**config.mk**
```make
export PLATFORM = sky130hd
export DESIGN_NAME = histo_readout_collector
export DESIGN_NICKNAME = d
export VERILOG_FILES = /design/src/rtl/histo_pkg.sv /design/src/rtl/histo_peak_tracker.sv /design/src/rtl/histo_readout_collector.sv
export SDC_FILE = /design/constraint.sdc
export NUM_CORES = 1
export LEC_CHECK = 0
export CELL_PAD_IN_SITES_DETAIL_PLACEMENT = 1
export CELL_PAD_IN_SITES_GLOBAL_PLACEMENT = 1
export CORE_MARGIN = 5
export CORE_UTILIZATION = 32
export DETAILED_ROUTE_END_ITERATION = 10
export PLACE_DENSITY = 0.81
export SKIP_CTS_REPAIR_TIMING = 1
export SLEW_MARGIN = 25
export SYNTH_ARGS = -nofsm -noshare
export SYNTH_HDL_FRONTEND = slang
export SYNTH_SLANG_ARGS = --single-unit
```
**constraint.sdc**
```tcl
create_clock -name clk -period 1.8 [get_ports clk]
set_input_delay 0.27 -clock clk [delete_from_list [all_inputs] [get_ports clk]]
set_output_delay 0.27 -clock clk [all_outputs]
set_load 0.005 [all_outputs]
```
**src/rtl/histo_pkg.sv**
```systemverilog
// -----------------------------------------------------------------------------
// histo_pkg
// Shared definitions for the histogram readout collector:
//   - state_t   : collector FSM states
//   - DEF_*     : default geometry of the readout stream
//   - sat_add   : unsigned add that clamps at a caller-supplied ceiling
// -----------------------------------------------------------------------------
package histo_pkg;

  typedef enum logic [1:0] {
    IDLE    = 2'd0,
    ARMED   = 2'd1,
    COLLECT = 2'd2,
    DONE    = 2'd3
  } state_t;

  localparam int DEF_NUM_BINS = 16;
  localparam int DEF_COUNT_W  = 4;
  localparam int DEF_TOTAL_W  = 8;

  // Widened to 33 bits so the carry out of a 32-bit add is never lost
  // before the ceiling compare.
  function automatic logic [31:0] sat_add(input logic [31:0] a,
                                          input logic [31:0] b,
                                          input logic [31:0] max_val);
    logic [32:0] sum;
    sum = {1'b0, a} + {1'b0, b};
    if (sum > {1'b0, max_val}) return max_val;
    return sum[31:0];
  endfunction

endpackage

```
**src/rtl/histo_peak_tracker.sv**
```systemverilog
// -----------------------------------------------------------------------------
// histo_peak_tracker
// Tracks the largest bin count of a readout pass and the index of the first
// bin that holds it.
// Ports:
//   clk       in   system clock
//   reset     in   synchronous active-high reset
//   clear     in   restart tracking for a new pass
//   update    in   bin_data/bin_idx form an accepted beat this cycle
//   bin_data  in   bin count of the beat
//   bin_idx   in   index of the beat within the pass
//   peak_cnt  out  largest count seen so far
//   peak_idx  out  index of the first bin holding peak_cnt
// -----------------------------------------------------------------------------
module histo_peak_tracker #(
  parameter int COUNT_W = 4,
  parameter int IDX_W   = 4
) (
  input  logic               clk,
  input  logic               reset,
  input  logic               clear,
  input  logic               update,
  input  logic [COUNT_W-1:0] bin_data,
  input  logic [IDX_W-1:0]   bin_idx,
  output logic [COUNT_W-1:0] peak_cnt,
  output logic [IDX_W-1:0]   peak_idx
);

  // Strict greater-than: an equal count never displaces the earlier bin, and
  // a zero first beat leaves the cleared (0, 0) result untouched.
  always_ff @(posedge clk) begin
    if (reset || clear) begin
      peak_cnt <= '0;
      peak_idx <= '0;
    end else if (update && (bin_data > peak_cnt)) begin
      peak_cnt <= bin_data;
      peak_idx <= bin_idx;
    end
  end

endmodule

```
**src/rtl/histo_readout_collector.sv**
```systemverilog
// -----------------------------------------------------------------------------
// histo_readout_collector
// Consumer of the histogram bin readout stream. Frames one readout pass and
// reports the saturating bin total, the peak bin, the beat count and framing
// errors.
// Optional feature macro: HISTO_READOUT_STORE_EN (adds a per-bin store with a
// registered read port rd_addr/rd_data).
// Ports:
//   clk        in   system clock, rising edge
//   reset      in   synchronous active-high reset
//   start      in   single-cycle arm request (honoured in IDLE and DONE)
//   bin_data   in   bin count beat
//   bin_valid  in   bin_data valid this cycle
//   bin_last   in   final beat of the pass (with bin_valid)
//   busy       out  collector is ARMED or COLLECT
//   done       out  pass complete, results stable
//   peak_idx   out  first bin holding the maximum count
//   peak_cnt   out  maximum count
//   total      out  saturating sum of accepted counts
//   beats      out  accepted beats this pass
//   short_err  out  pass ended before NUM_BINS beats
//   long_err   out  beat arrived after NUM_BINS beats
//   rd_addr    in   (store build) bin to read back
//   rd_data    out  (store build) stored count, one cycle after rd_addr
// -----------------------------------------------------------------------------
module histo_readout_collector
  import histo_pkg::*;
#(
  parameter int NUM_BINS = DEF_NUM_BINS,
  parameter int COUNT_W  = DEF_COUNT_W,
  parameter int IDX_W    = $clog2(NUM_BINS),
  parameter int TOTAL_W  = DEF_TOTAL_W
) (
  input  logic               clk,
  input  logic               reset,
  input  logic               start,
  input  logic [COUNT_W-1:0] bin_data,
  input  logic               bin_valid,
  input  logic               bin_last,
`ifdef HISTO_READOUT_STORE_EN
  input  logic [IDX_W-1:0]   rd_addr,
  output logic [COUNT_W-1:0] rd_data,
`endif
  output logic               busy,
  output logic               done,
  output logic [IDX_W-1:0]   peak_idx,
  output logic [COUNT_W-1:0] peak_cnt,
  output logic [TOTAL_W-1:0] total,
  output logic [IDX_W:0]     beats,
  output logic               short_err,
  output logic               long_err
);

  localparam logic [IDX_W:0] BINS_V    = (IDX_W+1)'(NUM_BINS);
  localparam logic [31:0]    TOTAL_MAX = 32'((64'd1 << TOTAL_W) - 64'd1);

  state_t state;

  logic             active;
  logic             room;
  logic             accept;
  logic             drop;
  logic             arm;
  logic             finish;
  logic             short_hit;
  logic [IDX_W-1:0] bin_idx;

  assign active    = (state == ARMED) || (state == COLLECT);
  assign room      = beats < BINS_V;
  assign accept    = active && bin_valid && room;
  assign drop      = active && bin_valid && !room;
  // start outranks a same-cycle beat in DONE because beats are only taken
  // while active.
  assign arm       = start && ((state == IDLE) || (state == DONE));
  assign finish    = (accept || drop) && bin_last;
  assign short_hit = accept && bin_last && ((beats + (IDX_W+1)'(1)) < BINS_V);
  // The beat counter doubles as the bin index of the current beat.
  assign bin_idx   = beats[IDX_W-1:0];

  always_ff @(posedge clk) begin
    if (reset) begin
      state     <= IDLE;
      busy      <= 1'b0;
      done      <= 1'b0;
      beats     <= '0;
      total     <= '0;
      short_err <= 1'b0;
      long_err  <= 1'b0;
    end else begin
      case (state)
        IDLE, DONE: begin
          if (arm) begin
            state     <= ARMED;
            busy      <= 1'b1;
            done      <= 1'b0;
            beats     <= '0;
            total     <= '0;
            short_err <= 1'b0;
            long_err  <= 1'b0;
          end
        end
        ARMED, COLLECT: begin
          if (accept) begin
            beats <= beats + (IDX_W+1)'(1);
            total <= TOTAL_W'(sat_add(32'(total), 32'(bin_data), TOTAL_MAX));
          end
          if (short_hit) short_err <= 1'b1;
          if (drop)      long_err  <= 1'b1;
          if (finish) begin
            state <= DONE;
            busy  <= 1'b0;
            done  <= 1'b1;
          end else if (accept) begin
            state <= COLLECT;
          end
        end
        default: begin
          state <= IDLE;
          busy  <= 1'b0;
          done  <= 1'b0;
        end
      endcase
    end
  end

  histo_peak_tracker #(
    .COUNT_W (COUNT_W),
    .IDX_W   (IDX_W)
  ) u_peak (
    .clk      (clk),
    .reset    (reset),
    .clear    (arm),
    .update   (accept),
    .bin_data (bin_data),
    .bin_idx  (bin_idx),
    .peak_cnt (peak_cnt),
    .peak_idx (peak_idx)
  );

`ifdef HISTO_READOUT_STORE_EN
  logic [COUNT_W-1:0] store [NUM_BINS];

  // accept implies beats < NUM_BINS, so bin_idx is always in range here.
  always_ff @(posedge clk) begin
    if (reset || arm) begin
      for (int i = 0; i < NUM_BINS; i++) store[i] <= '0;
    end else if (accept) begin
      store[bin_idx] <= bin_data;
    end
  end

  always_ff @(posedge clk) begin
    if (reset)
      rd_data <= '0;
    else if (32'(rd_addr) < 32'(NUM_BINS))
      rd_data <= store[rd_addr];
    else
      rd_data <= '0;
  end
`endif

endmodule

```
==> results.toml <==
[final_layout]
layout-drive-gt1-share_pct = 22.0
fin_cells = 279
nNetsFinal = 247
fillers = 524
diodes = 0
fin_util_pct = 49.5
multi_input_area_um2 = 887
areaGrowthSynthToFinish_pct = 50.4
ff_latch_area_um2 = 542

[cts]
numCtsBuffers = 3
clk_transition_reported_paths_ps = 100
cts_tree = "built"
clkLatencyLatePin_ps = 280
htreeDepth = 1
clock-sinks = 27
root_buffer = "clkbuf_8"
clock_path_buffers = 2

[job]
drv_cap = 0

[synthesis]
yosysTopAreaCell = "dfxtp_1"
syn_nets = 185
muxShareOfSynthArea_pct = 7.04
yosys-top-cells-count = "dfxtp_1, nand2_1, a21oi_1, inv_1, nand3_1"
syn_area_um2 = 1420
post_synth_xor_area_fraction_pct = 2.38
ys_seq_elements = 27
yosys.area.top_type_share_pct = 38.0
yosysMostFrequentCell = "dfxtp_1"
synth_top_family_by_area = "simple AND/OR/NAND/NOR gates"
async_flop_share_pct = 0
synth_enable_flop_cells = 0
seq_area_frac_synth_pct = 38.0
synth_cell_type_count = 38
yosys_warnings = 0
synth-simple-area-share_pct = 20.0
synth_compound_area_share_pct = 19.4
synthFlopType = "dfxtp_1"
syn_inst = 166
synth_fa_ha_area_share_pct = 9.33
synth.area.top_cells = "dfxtp_1, ha_1, mux2i_1, nand2_1, a21oi_1"
avgSynthCellArea_um2 = 8.56

[power_and_ir_drop]
switching_power_mw = 0.420
power_frac_seq_pct = 46.4
leakagePower_nw = 0.828
power_density_nw_per_um2 = 653
swShare_pct = 30.1
p_clk_share_pct = 25.8
ir_drop_mv = 0.323
p_int_mw = 0.976
p_comb_share_pct = 27.8

[grt]
grt_first_pass_wirelength_um = 7170
grt_overflow = 0
first_global_vias = 1517
grt.total_usage_pct = 14.8
grt_max_degree = 18
antenna_found_initial = 0

[setup_path]
r2r_cells = 8
worstSetupPathType = "flip-flop to flip-flop"
critPathLaunchType = "flip-flop"
worstPathRequired_ps = 2010
cp.arrival_ps = 2050
r2r_slack_ps = -40
end_kind = "flip-flop"
worstPathMaxFanout = 4
reg2reg_to = "total[2]"
worstReg2RegStart = "total[0]"

[detailed_routing]
routed_via_density = 5.05
wl_met1_um = 1950
wl_met2_um = 2270
first_iter_violations = 70
drt-wirelength-per-cell_um = 16.0
num_vias = 1409
wl_met3_um = 149
drc = 0
routed_wl_um = 4460
dr.pass1.iters = 4
top_layer_used = "met4"
antenna_left = 0

[timing]
setup_ws_ps = -37.6
finalClockSkew_ps = 1.22
rsz0062_at_grt = "yes"
slew-limit-headroom_pct = 76.0
period_share_pct = 102
worst_slew_pin_slew_ps = 353
slew_viol_final = 0
setup_viol = 5
hold_violations = 0
fmax_ghz = 0.544
period_needed_ps = 1840

[floorplanning]
die_h_um = 76.6
die_area_um2 = 5870
pin_count = 34
fp.coreArea_um2 = 4320
start_util_pct = 32.9
num_rows = 24
die_w_um = 76.6

[placed_design]
gp_congestion = 0.772
post-place-ws_ps = -510
dp.cells = 272
dp_hpwl_um = 3420
numPortBuffers = 33

[outcome]
violations = "setup timing"
status = "finished with violations"

[hold_path]
hold_path_class = "input port to flip-flop"
min_from = "bin_data[1]"
hold_depth = 4
hold_path_end = "u_peak.peak_cnt[1]"
==> critical path, cell delays in order (launching register included) <==
cell,delay (ps)
dfxtp_2,360
ha_4,130
inv_2,40
fa_2,400
nand2b_4,180
a211oi_4,320
buf_6,160
a21oi_1,40
o2bb2ai_1,140
==> layout make-up <==
cell class	instances	area share, %
Clock buffer	3	1.93
Inverter	11	1.93
Tap cell	52	3.04
Timing Repair Buffer	60	25.9
Sequential cell	27	25.3
Multi-Input combinational cell	125	41.5
Clock inverter	1	0.351
==> metrics by stage <==
stage	area [µm²]	total power, mW	setup TNS [ps]	hold slack (ps)
2_1_floorplan	1450	0.838	0	412
3_3_place_gp	2020	1.01	-3920	441
3_5_place_dp	2020	1.03	-5480	450
4_1_cts	2070	1.39	-1130	464
5_1_grt	2140	1.47	-569	469
6_report	2140	1.40	-101	437
==> registers in the layout (all words and copies together), names as in the netlist <==
| register | cells |
|---|---|
| short_err | 1 |
| busy | 1 |
| u_peak.peak_cnt | 4 |
| done | 1 |
| total | 8 |
| long_err | 1 |
| beats | 5 |
| state | 2 |
| u_peak.peak_idx | 4 |
==> logic make-up after synthesis <==
| kind of cell | count (synthesis) |
|---|---|
| AO/OA/AOI/OAI | 42 |
| XOR/XNOR | 3 |
| adder cells (fa/ha/maj) | 10 |
| buffers and inverters | 14 |
| flip-flops | 27 |
| multiplexers | 10 |
| AND/OR/NAND/NOR | 60 |
==> routing by layer <==
layer | GRT usage, % | up-vias
met5 | 0 | -
met4 | 5.07 | 0
met3 | 3.07 | 8
met2 | 25.8 | 29
met1 | 18.0 | 665
li1 | - | 707
==> placed cells by master (no fill, tap or decap), types with 2 or more instances in the layout <==
cell type / synthesis / layout
clkdlybuf4s50_1: 0 / 31
dfxtp_1: 27 / 26
nand2_1: 25 / 25
buf_4: 0 / 25
a21oi_1: 14 / 13
nand3_1: 11 / 11
inv_1: 11 / 10
nor2_1: 10 / 10
mux2i_1: 10 / 9
ha_1: 9 / 8
a31oi_1: 5 / 5
o21ai_0: 4 / 4
o211ai_1: 3 / 3
a21oi_2: 2 / 3
o2bb2ai_1: 3 / 3
clkbuf_8: 0 / 3
and2_2: 2 / 2
a21o_1: 2 / 2
dlymetal6s2s_1: 0 / 2
==> worst max-delay path by stage <==
stage | start | end
after floorplan | total[0] | total[1]
after global placement | bin_data[0] | total[2]
after detailed placement | bin_data[0] | total[1]
after CTS | bin_data[0] | total[1]
after global routing | total[0] | total[2]
final | total[0] | total[2]
==> power groups by stage <==
stage                     clock network [mW]  registers (mW)  logic, mW
after global routing                   0.395           0.652      0.420
after detailed placement                   0           0.661      0.367
after floorplan                            0           0.659      0.178
after global placement                     0           0.659      0.350
final                                  0.360           0.648      0.389
after CTS                              0.377           0.647      0.370
Power figures use the tool's default switching activity.
